--- src/rtl/pipeline_hazard_ctrl.sv ---
// Hazard and sequencing control for the 5-stage RV32 pipeline: shadow E/M/W control
// pipe, load-use/branch stall and flush, operand forwarding, and the data-memory wait FSM.
module pipeline_hazard_ctrl #(
   parameter int MEM_TIMEOUT = 16,
   parameter int CNT_W       = 5
) (
   input  logic       clk,
   input  logic       rst_n,
   input  logic [4:0] Rs1D,
   input  logic [4:0] Rs2D,
   input  logic [4:0] RdD,
   input  logic       RegWriteD,
   input  logic [1:0] ResultSrcD,
   input  logic       MemWriteD,
   input  logic       PCSrcE,
   input  logic       dmem_ready,
   output logic       StallF,
   output logic       StallD,
   output logic       StallE,
   output logic       StallM,
   output logic       FlushD,
   output logic       FlushE,
   output logic       FlushW,
   output logic [1:0] ForwardAE,
   output logic [1:0] ForwardBE,
   output logic       dmem_req,
   output logic       mem_err
);

   // Each stage only carries the fields something downstream of it still reads.
   typedef struct packed {
      logic [4:0] rs1;
      logic [4:0] rs2;
      logic [4:0] rd;
      logic       reg_write;
      logic [1:0] result_src;
      logic       mem_write;
   } e_ctrl_t;

   typedef struct packed {
      logic [4:0] rd;
      logic       reg_write;
      logic [1:0] result_src;
      logic       mem_write;
   } m_ctrl_t;

   typedef struct packed {
      logic [4:0] rd;
      logic       reg_write;
   } w_ctrl_t;

   typedef enum logic [1:0] {
      ST_RUN  = 2'd0,
      ST_WAIT = 2'd1,
      ST_ERR  = 2'd2
   } state_t;

   e_ctrl_t          e_q, e_d;
   m_ctrl_t          m_q, m_d;
   w_ctrl_t          w_q, w_d;
   state_t           state_q, state_d;
   logic [CNT_W-1:0] wait_cnt_q, wait_cnt_d;

   logic memop_m;
   logic freeze;
   logic lw_stall;

   function automatic logic [1:0] fwd_sel(
      input logic [4:0] rs,
      input logic       reg_write_m,
      input logic [4:0] rd_m,
      input logic       reg_write_w,
      input logic [4:0] rd_w
   );
      logic [1:0] sel;
      sel = 2'b00;
      if (reg_write_m && (rd_m != 5'd0) && (rd_m == rs)) begin
         sel = 2'b10;
      end else if (reg_write_w && (rd_w != 5'd0) && (rd_w == rs)) begin
         sel = 2'b01;
      end
      return sel;
   endfunction

   assign memop_m = (m_q.result_src == 2'b01) || m_q.mem_write;

   always_ff @(posedge clk or negedge rst_n) begin
      if (!rst_n) begin
         e_q        <= '0;
         m_q        <= '0;
         w_q        <= '0;
         state_q    <= ST_RUN;
         wait_cnt_q <= '0;
      end else begin
         e_q        <= e_d;
         m_q        <= m_d;
         w_q        <= w_d;
         state_q    <= state_d;
         wait_cnt_q <= wait_cnt_d;
      end
   end

   // The counter holds the number of not-ready cycles already spent on the current access.
   always_comb begin
      state_d    = state_q;
      wait_cnt_d = wait_cnt_q;
      case (state_q)
         ST_RUN: begin
            if (memop_m && !dmem_ready) begin
               state_d    = ST_WAIT;
               wait_cnt_d = CNT_W'(1);
            end
         end
         ST_WAIT: begin
            if (dmem_ready) begin
               state_d    = ST_RUN;
               wait_cnt_d = '0;
            end else begin
               wait_cnt_d = wait_cnt_q + 1'b1;
               if (wait_cnt_q == CNT_W'(MEM_TIMEOUT - 1)) begin
                  state_d = ST_ERR;
               end
            end
         end
         ST_ERR: begin
            state_d = ST_ERR;
         end
         default: begin
            state_d    = ST_RUN;
            wait_cnt_d = '0;
         end
      endcase
   end

   always_comb begin
      freeze   = 1'b0;
      dmem_req = 1'b0;
      mem_err  = 1'b0;
      case (state_q)
         ST_RUN: begin
            dmem_req = memop_m;
            freeze   = memop_m && !dmem_ready;
         end
         ST_WAIT: begin
            dmem_req = 1'b1;
            freeze   = !dmem_ready;
         end
         ST_ERR: begin
            mem_err = 1'b1;
            freeze  = 1'b1;
         end
         default: begin
            freeze = 1'b0;
         end
      endcase
   end

   assign lw_stall = (e_q.result_src == 2'b01) && (e_q.rd != 5'd0) &&
                     ((e_q.rd == Rs1D) || (e_q.rd == Rs2D));

   // A frozen pipe ignores branches and load-use; a taken branch overrides the load-use hold.
   always_comb begin
      StallF = freeze || (lw_stall && !PCSrcE);
      StallD = freeze || (lw_stall && !PCSrcE);
      StallE = freeze;
      StallM = freeze;
      FlushD = !freeze && PCSrcE;
      FlushE = !freeze && (PCSrcE || lw_stall);
      FlushW = freeze;
   end

   always_comb begin
      ForwardAE = fwd_sel(e_q.rs1, m_q.reg_write, m_q.rd, w_q.reg_write, w_q.rd);
      ForwardBE = fwd_sel(e_q.rs2, m_q.reg_write, m_q.rd, w_q.reg_write, w_q.rd);
   end

   always_comb begin
      e_d = e_q;
      if (FlushE) begin
         e_d = '0;
      end else if (!StallE) begin
         e_d.rs1        = Rs1D;
         e_d.rs2        = Rs2D;
         e_d.rd         = RdD;
         e_d.reg_write  = RegWriteD;
         e_d.result_src = ResultSrcD;
         e_d.mem_write  = MemWriteD;
      end

      m_d = m_q;
      if (!StallM) begin
         m_d.rd         = e_q.rd;
         m_d.reg_write  = e_q.reg_write;
         m_d.result_src = e_q.result_src;
         m_d.mem_write  = e_q.mem_write;
      end

      if (FlushW) begin
         w_d = '0;
      end else begin
         w_d.rd        = m_q.rd;
         w_d.reg_write = m_q.reg_write;
      end
   end

endmodule

--- config.mk ---
export PLATFORM = sky130hd
export DESIGN_NAME = pipeline_hazard_ctrl
export DESIGN_NICKNAME = d
export VERILOG_FILES = /design/src/rtl/pipeline_hazard_ctrl.sv
export SDC_FILE = /design/constraint.sdc
export NUM_CORES = 1
export LEC_CHECK = 0
export BUFFER_PORTS_ARGS = -buffer_cell sky130_fd_sc_hd__buf_2
export CORE_ASPECT_RATIO = 0.6
export CORE_UTILIZATION = 52
export DETAILED_ROUTE_END_ITERATION = 10
export PLACE_DENSITY_LB_ADDON = 0.12
export SYNTH_ARGS = -nofsm -noshare
export SYNTH_HDL_FRONTEND = slang
export SYNTH_SLANG_ARGS = --single-unit
--- constraint.sdc ---
create_clock -name clk -period 1.9 [get_ports clk]
set_clock_uncertainty 0.05 [all_clocks]
set_input_delay 0.38 -clock clk [delete_from_list [all_inputs] [get_ports clk]]
set_output_delay 0.38 -clock clk [all_outputs]
set_load 0.05 [all_outputs]
* Word level (Yosys, flattened, before mapping)
Cells that the tools add are included.
** Storage, ports and cells
- Output and inout bits :: 13
- Memories kept :: 0
- Bits in read-only memories :: 0
- Bits in writable memories :: 0
- Latch bits :: 0
- Register bits after elaboration :: 41
** Cells by class
- Shift-type cells :: 0
- Order comparisons :: 0
- Add/subtract/negate cells :: 1
- Divide/modulo/power cells :: 0
- Bitwise operators :: 1
- Equal/unequal tests :: 14
- Muxes and demuxes :: 17
- Reduce and logical (&&, ||, !) cells :: 25
- Multipliers :: 0
** Operators by type and width (count)
- $mux W19 :: 2
- $eq A5 B5 Y1 :: 6
- $pmux W5 S3 :: 1
- $reduce_bool A5 Y1 :: 3
- $logic_and A1 B1 Y1 :: 12
- $mux W2 :: 5
- $mux W5 :: 2
- $eq A2 B1 Y1 const B :: 3
- $mux W6 :: 1
- $pmux W2 S3 :: 1
- $add A5 B1 Y5 const B :: 1
- $eq A5 B4 Y1 const B :: 1
- $logic_or A1 B1 Y1 :: 4
- $reduce_and A2 Y1 :: 2
- $logic_not A1 Y1 :: 3
- $mux W1 :: 3
- $ne A3 B3 Y1 const B :: 1
- $pmux W1 S3 :: 1
- $eq A2 B2 Y1 const B :: 1
- $logic_not A2 Y1 :: 1
- $ne A2 B1 Y1 const B :: 1
- $ne A2 B2 Y1 const B :: 1
- $pmux W1 S2 :: 1
- $not A1 Y1 :: 1

* Longest topological paths before layout
- Word-level depth :: 7
- Depth in mapped cells :: 6
- Gate-level depth less buffers :: 5

* Worst setup path after synthesis
Ideal clock, no wire load.
- Path type :: register -> output
- From :: reg m_q[8] (netlist bit)
- To :: out ForwardAE[0]
- Buffers on the path :: 0
- Path slack :: -1318 ps
- Data required time :: 1470 ps
- Data arrival time :: 2788 ps
- Cell stages (with the launch flop) :: 5
- Cells stage by stage :: dfrtp_1 > xnor2_1 > nand3_1 > nor4_1 > nor4_2
** Between the ends
- Cells in the longest elaborated chain, start to end :: 4
- Elaborated cells on any way between the ends :: 5
- Classes of those cells :: eq/ne (1); mux (1); reduce/logical (3)
** RTL lines
- start, declared :: line 59 : m_ctrl_t m_q, m_d;
- start signal, assigned :: line 96 : m_q <= m_d;
- $reduce_bool A5 Y1 :: line 77 : if (reg_write_m && (rd_m != 5'd0) && (rd_m == rs)) begin
- $logic_and A1 B1 Y1 :: line 77
- $logic_and A1 B1 Y1 * :: line 77
- $mux W2 * :: line 77
- end, declared :: line 24 : output logic [1:0] ForwardAE,
Mark *: on every way between the ends. The rest lies on a longest branch, timed or not.

* Worst setup path in the final report
- From :: reg w_q[1] (netlist bit)
- To :: out ForwardAE[0]
** Between the ends
- Cells in the longest elaborated chain, start to end :: 5
- Elaborated cells on any way between the ends :: 6
- Classes of those cells :: eq/ne (1); mux (2); reduce/logical (3)
** RTL lines
- start, declared :: line 60 : w_ctrl_t w_q, w_d;
- start signal, assigned :: line 97 : w_q <= w_d;
- $reduce_bool A5 Y1 :: line 79 : end else if (reg_write_w && (rd_w != 5'd0) && (rd_w == rs)) begin
- $logic_and A1 B1 Y1 :: line 79
- $logic_and A1 B1 Y1 * :: line 79
- $mux W1 * :: line 79
- $mux W2 * :: line 77
Marked as above.

==> results.sh <==
export IMPL_cp_max_fo=3
export IMPL_place_hpwl_um=4820
export IMPL_dp_slack_ps=-257
export IMPL_start_util=0.548
export IMPL_cts_tree="yes"
export IMPL_drv_slew=0
export IMPL_drt_pass1_iter_count=4
export IMPL_crit_buf_inv=1
export IMPL_drc_errors=0
export IMPL_power_leakage_nw=1.75
export IMPL_insertion_delay_ps=300
export IMPL_fillers=299
export IMPL_dp_cells=375
export IMPL_via_per_inst=5.93
export IMPL_num_nets_final=362
export IMPL_syn_inst=259
export IMPL_yosysTopAreaCell="dfrtp_1"
export IMPL_grt_max_degree=47
export IMPL_synth_warnings=0
export IMPL_num_vias=2376
export IMPL_setup_violations=11
export IMPL_grt_usage=0.301
export IMPL_slowest_delay_ps=560
export IMPL_violations="setup timing"
export IMPL_cts_sinks=41
export IMPL_critPathRequiredTime_ps=1470
export IMPL_p_per_area_nw_per_um2=499
export IMPL_status="finished, violations left"
export IMPL_ir_drop_uv=409
export IMPL_critPathArrivalTime_ps=1960
export IMPL_num_antenna_cells=0
export IMPL_syn_avg_cell_area_um2=9.81
export IMPL_drive_gt1_frac=0.429
export IMPL_ys_seq_elements=41
export IMPL_worst_slew_pin_slew_ps=543
export IMPL_port_buffers=35
export IMPL_cts_buffers=5
export IMPL_fp_dieW_um=92.3
export IMPL_cp_depth=4
export IMPL_rsz0062_at_grt="true"
export IMPL_finalCritPeriodShare=1.26
export IMPL_ys_seq_area_frac=0.404
export IMPL_slew_headroom=0.638
export IMPL_dieHeight_um=56.2
export IMPL_place_gp_congestion=0.794
export IMPL_grt_pass1_vias=2169
export IMPL_final_cells=401
export IMPL_fp_dieArea_um2=5180
export IMPL_slowest_stage="or4_4"
export IMPL_syn_num_nets=284
export IMPL_worst_slack_ps=-487
export IMPL_grt_pass1_wl_um=11600
export IMPL_layout_min_cycle_time_ps=2390
export IMPL_crit_chain="xor2_1, or4_4, nor4_4, buf_6"
export IMPL_ios=36
export IMPL_critPathLaunchType="flop"
export IMPL_crit_family="simple AND/OR/NAND/NOR gates"
export IMPL_syn_area_um2=2540
export IMPL_synth_top_area_share=0.404
export IMPL_max_cap_violations=0
export IMPL_rows=19
export IMPL_core_um2=4640
export IMPL_setup_worst_path_class="reg -> out"
export IMPL_final_util=0.783
export IMPL_grt_antenna_before_repair=0
export IMPL_htree_levels=2
export IMPL_endpoint_kind="output pin"
export IMPL_clockBufferDepth=2
export IMPL_synthTopCellsByArea="dfrtp_1, xnor2_1, nor2b_1, xor2_1, nand3_1"
export IMPL_wl_um=7330
export IMPL_synthToLayoutAreaGrowth_pct=42.8
export IMPL_drtIter0Drc=139
export IMPL_power_mw=1.81
export IMPL_synth_distinct_cells=40
export IMPL_finalHoldViolations=0
export IMPL_drtAntennaViolNets=0
export IMPL_wl_per_cell_um=18.3
export IMPL_path_clk_slew_ps=80
export IMPL_grt_overflow_total=0
export IMPL_hp_class="in -> async"
export IMPL_cts_root_buf="clkbuf_8"
export IMPL_worstRegToRegCells=7
export IMPL_max_freq_ghz=0.419
==> cell type report <==
class                      instances  area, um2  share of cell area
timing repair buffer              95        774               0.213
multi-input combinational        191       1600               0.440
tap                               63       78.8              0.0217
sequential                        41       1030               0.283
clock inverter                     3       65.1              0.0179
clock buffer                       5       68.8              0.0190
inverter                           3       18.8             0.00517
==> cells by family (layout without fill, tap and decap cells) <==
| logic type | Yosys count | after routing | synth area share |
|---|---|---|---|
| compound gates | 53 | 53 | 0.155 |
| mux | 10 | 10 | 0.0438 |
| flops | 41 | 41 | 0.404 |
| buf+inv | 27 | 106 | 0.0576 |
| fa+ha+maj | 2 | 2 | 0.00985 |
| simple gates | 95 | 95 | 0.224 |
| xor+xnor | 31 | 31 | 0.107 |
==> cell usage in the layout (no fill, tap or decap), types with 2 or more instances in the layout <==
| master | netlist | routed |
|---|---|---|
| o211ai_2 | 8 | 8 |
| xnor2_1 | 16 | 8 |
| buf_8 | 0 | 6 |
| and3_1 | 8 | 7 |
| buf_6 | 2 | 13 |
| o21ai_4 | 0 | 2 |
| nor2_2 | 1 | 2 |
| nor2b_1 | 21 | 20 |
| dfrtp_1 | 41 | 40 |
| nand3_1 | 25 | 23 |
| o21ai_1 | 21 | 20 |
| o211ai_1 | 11 | 11 |
| mux2_1 | 9 | 9 |
| xnor2_2 | 0 | 7 |
| nor2_1 | 3 | 2 |
| a21o_4 | 0 | 2 |
| nand3_2 | 0 | 2 |
| xor2_1 | 15 | 15 |
| buf_4 | 5 | 51 |
| nand4_1 | 19 | 19 |
| clkbuf_8 | 0 | 5 |
| buf_2 | 9 | 23 |
| ha_1 | 2 | 2 |
| nor4_4 | 0 | 4 |
| buf_12 | 0 | 2 |
| or4_4 | 0 | 4 |
| bufinv_16 | 0 | 2 |
| nand2_1 | 4 | 4 |
==> cells in the mapped netlist (all sizes together) <==
cell and number:
nand3 25, o21ai 22, nor2 5, or4 5, nand2 4, inv 3
o2bb2ai 1, nor3b 1, o32ai 1, o21a 1, o31ai 1, xor2 15
nor3 2, mux2 9, a21oi 1, nand4 19, nor2b 21, clkbuf 7
mux2i 1, buf 17, nand2b 1, o211ai 19, ha 2, dfrtp 41
o31a 1, nor4 4, and3 8, xnor2 16, a21o 3, o22ai 2
a32o 1
==> worst paths after layout <==
path | from | end | slack, ps
setup / recovery | w_q[1] | ForwardAE[0] | -490
hold / removal | rst_n | wait_cnt_q[1] | 90
setup reg to reg | m_q[1] | m_q[1] | 80
hold reg to reg | wait_cnt_q[0] | wait_cnt_q[0] | 460
max in group asynchronous | rst_n | m_q[8] | 1320
min in group clk | RdD[2] | e_q[6] | 440
==> where the power goes <==
| group | switching, mW | total, mW | internal [mW] |
|---|---|---|---|
| Sequential | 0 | 0.872 | 0.872 |
| Clock | 0.315 | 0.837 | 0.522 |
| Combinational | 0.0619 | 0.104 | 0.0417 |
==> timing repair <==
action / in CTS / in global routing
setup endpoints to repair: 12 / 18
hold buffers: 0 / 0
resized for setup: 57 / 14
pin swaps: 7 / 9
buffers inserted: 10 / 10
==> metrics by stage <==
step	instance area (um2)	setup TNS, ps	hold slack, ps
3_3_place_gp	3080	-1070	417
4_1_cts	3520	-3200	106
3_5_place_dp	3080	-1220	425
6_report	3630	-3130	87.8
5_1_grt	3630	-3780	132
2_1_floorplan	2640	-1220	34.4
==> routing by layer <==
layer  GRT usage  share of wire  vias up
li1            -              -     1105
met1       0.465           0.50     1176
met2       0.436           0.43       84
met3      0.0519          0.061       11
met4      0.0781          0.014        0
met5           0              0        -
==> flip-flops by register name (all words and copies together) (netlist names) <==
signal,cells
e_q,19
w_q,6
wait_cnt_q,5
state_q,2
m_q,9
(Power assumes the default switching activity.)
